`src/rtl/pipe_ctrl_n.sv`:
```
// Pipeline stall/flush controller for the tinyMIPS family. It builds the per-stage
// stall vector, redirects the PC on exceptions or a stall-watchdog timeout, and counts stalls and flushes.
module pipe_ctrl_n #(
    parameter int unsigned     NSTAGE    = 6,
    parameter int unsigned     AW        = 32,
    parameter logic [AW-1:0]   IBASE     = AW'(32'h0000_0020),
    parameter logic [AW-1:0]   EBASE     = AW'(32'h0000_0040),
    parameter int unsigned     FLUSH_CYC = 1,
    parameter int unsigned     WDOG_LIM  = 255,
    parameter int unsigned     CNTW      = 32
) (
    input  logic              clk,
    input  logic              rst_n,
    input  logic [NSTAGE-1:0] stallreq_i,
    input  logic [31:0]       excepttype_i,
    input  logic [AW-1:0]     cp0_epc_i,
    output logic [NSTAGE-1:0] stall_o,
    output logic              flush_o,
    output logic [AW-1:0]     new_pc_o,
    output logic [31:0]       exc_code_o,
    output logic              timeout_o,
    output logic [CNTW-1:0]   stall_cnt_o,
    output logic [CNTW-1:0]   flush_cnt_o
);

    localparam logic [31:0] TIMEOUT_CODE = 32'h0000_0010;
    localparam int unsigned WDW = (WDOG_LIM > 0) ? $clog2(WDOG_LIM + 1) : 1;
    localparam int unsigned FCW = (FLUSH_CYC > 1) ? $clog2(FLUSH_CYC) : 1;

    typedef enum logic {
        RUN   = 1'b0,
        FLUSH = 1'b1
    } state_e;

    state_e            state_q, state_d;
    logic [FCW-1:0]    fcnt_q, fcnt_d;
    logic [AW-1:0]     pc_q, pc_d;
    logic [31:0]       exc_code_q, exc_code_d;
    logic              timeout_q, timeout_d;
    logic [WDW-1:0]    wd_cnt_q, wd_cnt_d;
    logic [CNTW-1:0]   stall_cnt_q, stall_cnt_d;
    logic [CNTW-1:0]   flush_cnt_q, flush_cnt_d;

    logic [NSTAGE-1:0] therm;
    logic [NSTAGE-1:0] stall;
    logic              flush;
    logic [AW-1:0]     new_pc;
    logic              ext_exc;
    logic              wd_fire;
    logic [31:0]       code;

    // Codes 0x08/0x0a/0x0c/0x0d, the internal timeout and all unlisted codes share EBASE.
    function automatic logic [AW-1:0] exc_target(input logic [31:0] c, input logic [AW-1:0] epc);
        case (c)
            32'h0000_0001: return IBASE;
            32'h0000_000e: return epc;
            default:       return EBASE;
        endcase
    endfunction

    // Thermometer fill: every stage at or below the highest requester stalls.
    always_comb begin
        logic acc;
        acc   = 1'b0;
        therm = '0;
        for (int i = NSTAGE - 1; i >= 0; i--) begin
            acc      = acc | stallreq_i[i];
            therm[i] = acc;
        end
    end

    // NOTE: every signal gets a default before the case so no path can leave one unassigned and infer a latch.
    always_comb begin
        state_d     = state_q;
        fcnt_d      = fcnt_q;
        pc_d        = pc_q;
        exc_code_d  = exc_code_q;
        timeout_d   = 1'b0;
        wd_cnt_d    = wd_cnt_q;
        flush_cnt_d = flush_cnt_q;
        stall       = '0;
        flush       = 1'b0;
        new_pc      = '0;
        ext_exc     = (excepttype_i != 32'h0);
        wd_fire     = 1'b0;
        code        = excepttype_i;

        case (state_q)
            RUN: begin
                wd_fire = (WDOG_LIM != 0) && !ext_exc && (|stallreq_i) &&
                          (wd_cnt_q == WDW'(WDOG_LIM));
                if (ext_exc || wd_fire) begin
                    code        = ext_exc ? excepttype_i : TIMEOUT_CODE;
                    flush       = 1'b1;
                    new_pc      = exc_target(code, cp0_epc_i);
                    pc_d        = new_pc;
                    exc_code_d  = code;
                    timeout_d   = wd_fire;
                    wd_cnt_d    = '0;
                    if (flush_cnt_q != '1) flush_cnt_d = flush_cnt_q + 1'b1;
                    if (FLUSH_CYC > 1) begin
                        state_d = FLUSH;
                        fcnt_d  = FCW'(FLUSH_CYC - 1);
                    end
                end else begin
                    stall = therm;
                    if ((WDOG_LIM != 0) && (|therm)) wd_cnt_d = wd_cnt_q + 1'b1;
                    else                             wd_cnt_d = '0;
                end
            end
            FLUSH: begin
                flush    = 1'b1;
                new_pc   = pc_q;
                wd_cnt_d = '0;
                fcnt_d   = fcnt_q - 1'b1;
                if (fcnt_q == FCW'(1)) state_d = RUN;
            end
            default: state_d = RUN;
        endcase

        if (!rst_n) begin
            stall  = '0;
            flush  = 1'b0;
            new_pc = '0;
        end

        stall_cnt_d = stall_cnt_q;
        if ((stall != '0) && (stall_cnt_q != '1)) stall_cnt_d = stall_cnt_q + 1'b1;
    end

    // NOTE: state uses non-blocking assignments and a synchronous reset sampled only on the clock edge.
    always_ff @(posedge clk) begin
        if (!rst_n) begin
            state_q     <= RUN;
            fcnt_q      <= '0;
            pc_q        <= '0;
            exc_code_q  <= '0;
            timeout_q   <= 1'b0;
            wd_cnt_q    <= '0;
            stall_cnt_q <= '0;
            flush_cnt_q <= '0;
        end else begin
            state_q     <= state_d;
            fcnt_q      <= fcnt_d;
            pc_q        <= pc_d;
            exc_code_q  <= exc_code_d;
            timeout_q   <= timeout_d;
            wd_cnt_q    <= wd_cnt_d;
            stall_cnt_q <= stall_cnt_d;
            flush_cnt_q <= flush_cnt_d;
        end
    end

    assign stall_o     = stall;
    assign flush_o     = flush;
    assign new_pc_o    = new_pc;
    assign exc_code_o  = exc_code_q;
    assign timeout_o   = timeout_q;
    assign stall_cnt_o = stall_cnt_q;
    assign flush_cnt_o = flush_cnt_q;

endmodule

```
`config.mk`:
```
export PLATFORM = sky130hd
export DESIGN_NAME = pipe_ctrl_n
export DESIGN_NICKNAME = d
export VERILOG_FILES = /design/src/rtl/pipe_ctrl_n.sv
export SDC_FILE = /design/constraint.sdc
export NUM_CORES = 1
export LEC_CHECK = 0
export BUFFER_PORTS_ARGS = -buffer_cell sky130_fd_sc_hd__buf_2
export CAP_MARGIN = 20
export CORE_ASPECT_RATIO = 1.4
export CORE_MARGIN = 2
export CORE_UTILIZATION = 50
export DETAILED_ROUTE_END_ITERATION = 10
export PLACE_DENSITY = 0.8
export SYNTH_ARGS = -nofsm -noshare
export SYNTH_HDL_FRONTEND = slang
export SYNTH_SLANG_ARGS = --single-unit
```
`constraint.sdc`:
```
create_clock -name clk -period 6.2 [get_ports clk]
set_input_delay 1.86 -clock clk [delete_from_list [all_inputs] [get_ports clk]]
set_output_delay 1.86 -clock clk [all_outputs]
set_load 0.05 [all_outputs]
```
==> results of run 1 <==
[worst max-delay path, delay by kind of cell]
family	cells	cell delay, ns
AOI/OAI and AO/OA	1	0.15
buffers and inverters	3	0.62
and+or+nand+nor	4	1.55
[through the flow]
step | setup slack [ns] | power, W | cells | cell area, sq um | hold slack [ns]
global placement | 0.174 | 0.00106 | 1002 | 7290 | 0.428
global route | 0.00753 | 0.00215 | 1035 | 7920 | 0.474
CTS | 0.137 | 0.00210 | 1034 | 7890 | 0.459
finish | 0.151 | 0.00208 | 1035 | 7920 | 0.455
detailed placement | 0.138 | 0.00107 | 1002 | 7290 | 0.439
floorplan | -0.111 | 0.00101 | 677 | 6120 | 0.424
[kinds of logic after synthesis]
group / Yosys count / share of synthesized area [%]
AO/OA/AOI/OAI: 167 / 20.4
XOR/XNOR: 33 / 4.72
adder cells (fa/ha/maj): 3 / 0.613
buffers and inverters: 54 / 3.60
flip-flops: 139 / 45.5
multiplexers: 6 / 0.981
AND/OR/NAND/NOR: 275 / 24.2
[layer usage]
metal / global-route usage, % / up-vias / wire length (um)
met1: 30.9 / 2822 / 7030
li1: - / 2952 / -
met2: 41.9 / 247 / 8480
met4: 10.8 / 0 / 442
met3: 5.49 / 33 / 1100
met5: 0 / - / 0
[where the power goes]
group | internal [W] | switching (W) | leakage (nW)
clock | 0.000635 | 0.000395 | 0.276
sequential | 0.000907 | 0.00000885 | 1.13
combinational | 0.0000401 | 0.0000914 | 1.97
[area by class of cell]
type                       count  area, sq um  area share (%)
clock buffer                  19          433            5.47
clock inverter                13          168            2.12
inverter                      13         48.8           0.616
multi-input combinational    484         3150            39.7
sequential                   139         2780            35.1
tap                          147          184            2.32
timing repair buffer         220         1160            14.6
[state kept, by name (all words and copies together) (netlist names)]
register / flops
flush_cnt_o: 32
wd_cnt_q: 8
pc_q: 32
stall_cnt_o: 32
state_q: 1
exc_code_o: 32
fcnt_q: 1
timeout_o: 1
[cell usage in the layout, fill, tap and decap left out, drive strengths merged, types with 4 or more instances in the layout]
| cell | netlist | layout |
|---|---|---|
| nand2b | 5 | 5 |
| nand2 | 36 | 36 |
| or3 | 16 | 16 |
| o21ai | 14 | 14 |
| or2 | 4 | 4 |
| o31ai | 13 | 13 |
| buf | 10 | 219 |
| nor2 | 63 | 63 |
| and3 | 14 | 14 |
| or4 | 18 | 18 |
| xor2 | 13 | 13 |
| a22o | 84 | 84 |
| inv | 11 | 14 |
| mux2i | 6 | 6 |
| clkbuf | 31 | 20 |
| clkinv | 2 | 4 |
| nand3 | 37 | 37 |
| a21oi | 35 | 35 |
| a22oi | 8 | 8 |
| dfxtp | 139 | 139 |
| xnor2 | 20 | 20 |
| nor3 | 14 | 14 |
| nand4 | 26 | 26 |
| and2 | 4 | 4 |
| nor4 | 20 | 20 |
| clkinvlp | 0 | 5 |
| and4 | 7 | 7 |
[final timing paths]
check | endpoint | slack (ns) | cells past startpoint
max | new_pc_o[13] | 0.15 | 8
min | pc_q[6]$_SDFFE_PN0P_ | 0.45 | 1
max reg2reg | stall_cnt_o[13]$_SDFFE_PN0P_ | 3.41 | 8
min reg2reg | pc_q[6]$_SDFFE_PN0P_ | 0.45 | 1
==> results.cfg, run 1 <==
[logic_synthesis]
synthArstFlopShare_pct = 0
synth_area_leaders = dfxtp_1 (45%), a22o_1 (12%), nor2_1 (3.9%), nand3_1 (3.0%), a21oi_1 (2.9%)
synth-seq-cells = 139
yosysMostFrequentCell = dfxtp_1
yosys-top-cells-count = dfxtp_1 (139), a22o_1 (84), nor2_1 (63), nand3_1 (37)
synth_area_per_cell_sq_um = 9.04
syn_nets = 752
synth-warning-count = 0
netlist_instances = 677
seq_area_frac_synth_pct = 45.5
netlist_area_sq_um = 6120
synth_top_area_share_pct = 45.5
synth-edff-count = 0
synth-main-ff-cell = dfxtp_1
yosys.area.top_type = dfxtp_1
synthDistinctLibCells = 50

[setup_path]
rr_startpoint = state_q$_SDFF_PN0_
cp-end-kind = output pin
critical_path_class = input port to output pin
slowest_stage = or4b_2
crit_chain = buf_2 -> nor4_1 -> nand4_1 -> or4b_2 -> nor3_4 -> clkbuf_16 -> a22o_1 -> buf_2
crit_path_max_fanout = 28
worstSetupStartpointType = input port
cp_slowest_stage_delay_ns = 0.77
arrival_ns = 4.19
cp_common_cell = buf_2
cp-startpoint = excepttype_i[16]
required_ns = 4.34

[finish]
fillers = 1033
antenna_cells = 0
area_delta_synth_final_pct = 29.4
nets = 950
drive_gt1_share_pct = 30.1
finalCoreUtilization_pct = 66.7

[floorplan]
die_h_um = 135
start_util_pct = 51.5
core_sq_um = 11900
die_area_sq_um = 13200
fp.dieW_um = 97.5
ios = 208
rows = 47

[power_and_ir_drop]
power_density_nw_per_um2 = 262
p_leak_nw = 3.37
ir_worst_vdd_v = 0.000184

[grt]
antenna_found_initial = 0
grt_overflow_total = 0
grt_use_total_pct = 24.9
grt_pass1_wl_um = 26900
grt_pass1_vias = 5406
grt_start_max_net_pins = 56

[place]
io_buffers = 207
hpwl_um = 12000
gp_congestion = 0.864

[sta]
fmax_mhz = 165
hold_viol_final = 0
min_period_ns = 6.05
tightest_slew_ns = 0.940
slew_headroom_pct = 37.1
setup_viol = 0
rsz0062_at_grt = no
maxSlewViolCount = 0
fin_skew_ns = 0.00685
post-route-period-util_pct = 97.6
fin_tns_setup_ns = 0

[clock_network]
post_cts_resized = 0
clk_latency_ns = 0.41
cts_setup_buffers = 0
cts_made_buffers = 17
cts_sinks = 139
tritoncts = built
clockBufferDepth = 2
clk_pin_slew_ns = 0.06
htree_levels = 4
holdBufCountCts = 0
clockRootBuffer = clkbuf_16

[detailed_routing]
wl_per_cell_um = 16.5
first_iter_violations = 253
wl_um = 17100
postRouteAntennaNets = 0
route.detailed.drc = 0
dr.pass1.iters = 5
vias = 6054
routed_via_density = 5.85

[min_path]
hp-class = register to register
worstHoldStart = pc_q[6]$_SDFFE_PN0P_

[status]
status = finished, final reports clean

[flow_run]
max-cap-violations = 0
No activity file was read; power rests on OpenSTA's default activity.
==> run 2, diff against run 1 <==
--- a/constraint.sdc
+++ b/constraint.sdc
@@ -3,2 +3,2 @@
 set_output_delay 1.86 -clock clk [all_outputs]
-set_load 0.05 [all_outputs]
+set_load 0.005 [all_outputs]
==> run 2 against run 1 <==
Compared with the run above:
- largest cell class unchanged
- critical path depth down 1
- register-to-register slack worse by 0.32 ns
- total power decreased by 0.54%
- critical path type unchanged
==> results.cfg, run 2 (synthesized netlist as in run 1, its figures left out) <==
[status]
status = finished, final reports clean

[clock_network]
holdBufCountCts = 0
clockRootBuffer = clkbuf_16
cts_setup_buffers = 0
clockBufferDepth = 2
post_cts_resized = 0
htree_levels = 4
cts_sinks = 139
cts_made_buffers = 17
clk_pin_slew_ns = 0.06
tritoncts = built
clk_latency_ns = 0.41

[finish]
fillers = 1048
drive_gt1_share_pct = 29.9
antenna_cells = 0
nets = 947
fin_area_sq_um = 7900
instances_no_fill = 1032
area_delta_synth_final_pct = 29.1
layout_common_cells = buf_2 (207), dfxtp_1 (139), a22o_1 (84)
final_common_cell = buf_2

[setup_path]
arrival_ns = 4.08
cp_slowest_stage_delay_ns = 0.70
crit_path_max_fanout = 60
cp-end-kind = output pin
cp_common_cell = buf_2
worstSetupStartpointType = input port
slowest_stage = or4b_2
crit_chain = buf_2 -> or4_1 -> or4b_2 -> nor3_2 -> buf_12 -> a22o_1 -> buf_2
cp.buffers_inverters = 3
required_ns = 4.34
critical_path_class = input port to output pin
cp_top_family = simple AND/OR/NAND/NOR gates

[place]
hpwl_um = 12000
placed_area_sq_um = 7280
dp.cells = 1000
gp_congestion = 0.859
io_buffers = 207
dpl_worst_slack_ns = 0.280

[sta]
slew_headroom_pct = 37.0
fin_ws_ns = 0.264
hold_viol_final = 0
min_period_ns = 5.94
post-route-period-util_pct = 95.7
fin_skew_ns = 0.00719
tightest_slew_ns = 0.941
maxSlewViolCount = 0
fmax_mhz = 168
fin_tns_setup_ns = 0
rsz0062_at_grt = no
setup_viol = 0

[grt]
antenna_found_initial = 0
grt_use_total_pct = 24.6
grt_pass1_vias = 5530
grt_start_max_net_pins = 61
grt_pass1_wl_um = 26700
grt_overflow_total = 0

[floorplan]
ios = 208
die_area_sq_um = 13200
core_sq_um = 11900
start_util_pct = 51.5
die_h_um = 135
rows = 47
fp.dieW_um = 97.5

[detailed_routing]
dr.pass1.iters = 5
wl_um = 16800
route.detailed.drc = 0
wl_per_cell_um = 16.2
vias = 6001
postRouteAntennaNets = 0
first_iter_violations = 327
routed_via_density = 5.81

[power_and_ir_drop]
ir_worst_vdd_v = 0.000194
p_leak_nw = 3.38
power_density_nw_per_um2 = 261

[flow_run]
max-cap-violations = 0

[min_path]
hp-class = register to register
-- run 2: cell types whose count changed in the layout (fill, tap and decap cells not counted), sizes merged --
| cell | before | now |
|---|---|---|
| inv | 14 | 13 |
| buf | 219 | 217 |
| clkbuf | 20 | 18 |
| clkinv | 4 | 9 |
| clkinvlp | 5 | 1 |
| bufinv | 3 | 4 |
-- run 2: final cells by class --
type                       instances  area [sq um]  share of cell area [%]
clock buffer                      18           429                    5.43
clock inverter                    14           195                    2.47
inverter                          13          48.8                   0.617
multi-input combinational        484          3140                    39.7
sequential                       139          2780                    35.2
tap                              147           184                    2.33
timing repair buffer             217          1120                    14.2
-- run 2: worst register-to-register path, stage by stage (launching register included) --
cell	delay, ns
dfxtp_1	0.87
clkinv_1	0.73
a21oi_4	0.87
buf_4	0.41
a22o_1	0.18
-- run 2: path summary, 6_finish.rpt --
kind                                                    end  depth (start not counted)  slack [ns]                 start
worst min register to register         pc_q[5]$_SDFFE_PN0P_                          2        0.46  pc_q[5]$_SDFFE_PN0P_
worst min-delay path                   pc_q[5]$_SDFFE_PN0P_                          2        0.46  pc_q[5]$_SDFFE_PN0P_
worst max-delay path                           new_pc_o[28]                          7        0.26      excepttype_i[12]
worst max register to register  exc_code_o[22]$_SDFFE_PN0P_                          4        3.09    state_q$_SDFF_PN0_
-- run 2: where the power goes --
| group | switching (W) | total [W] | internal [W] |
|---|---|---|---|
| sequential | 0.00000840 | 0.000915 | 0.000907 |
| clock | 0.000392 | 0.00107 | 0.000675 |
| combinational | 0.0000439 | 0.0000835 | 0.0000396 |
| total | 0.000445 | 0.00207 | 0.00162 |
-- run 2: layer usage --
layer  routed length, um  up-vias  global-route usage (%)
met1                6980     2807                    29.8
met2                8370      231                    42.5
met3                1100       27                    6.11
met5                   0        -                       0
li1                    -     2936                       -
met4                 307        0                    9.03
-- run 2: stage by stage --
step                power (W)  hold slack [ns]  utilization (%)
floorplan            0.000965            0.424                -
global route          0.00213            0.464             66.5
CTS                   0.00208            0.459             66.5
finish                0.00207            0.457             66.5
detailed placement    0.00102            0.445             61.3
global placement      0.00102            0.434             61.3
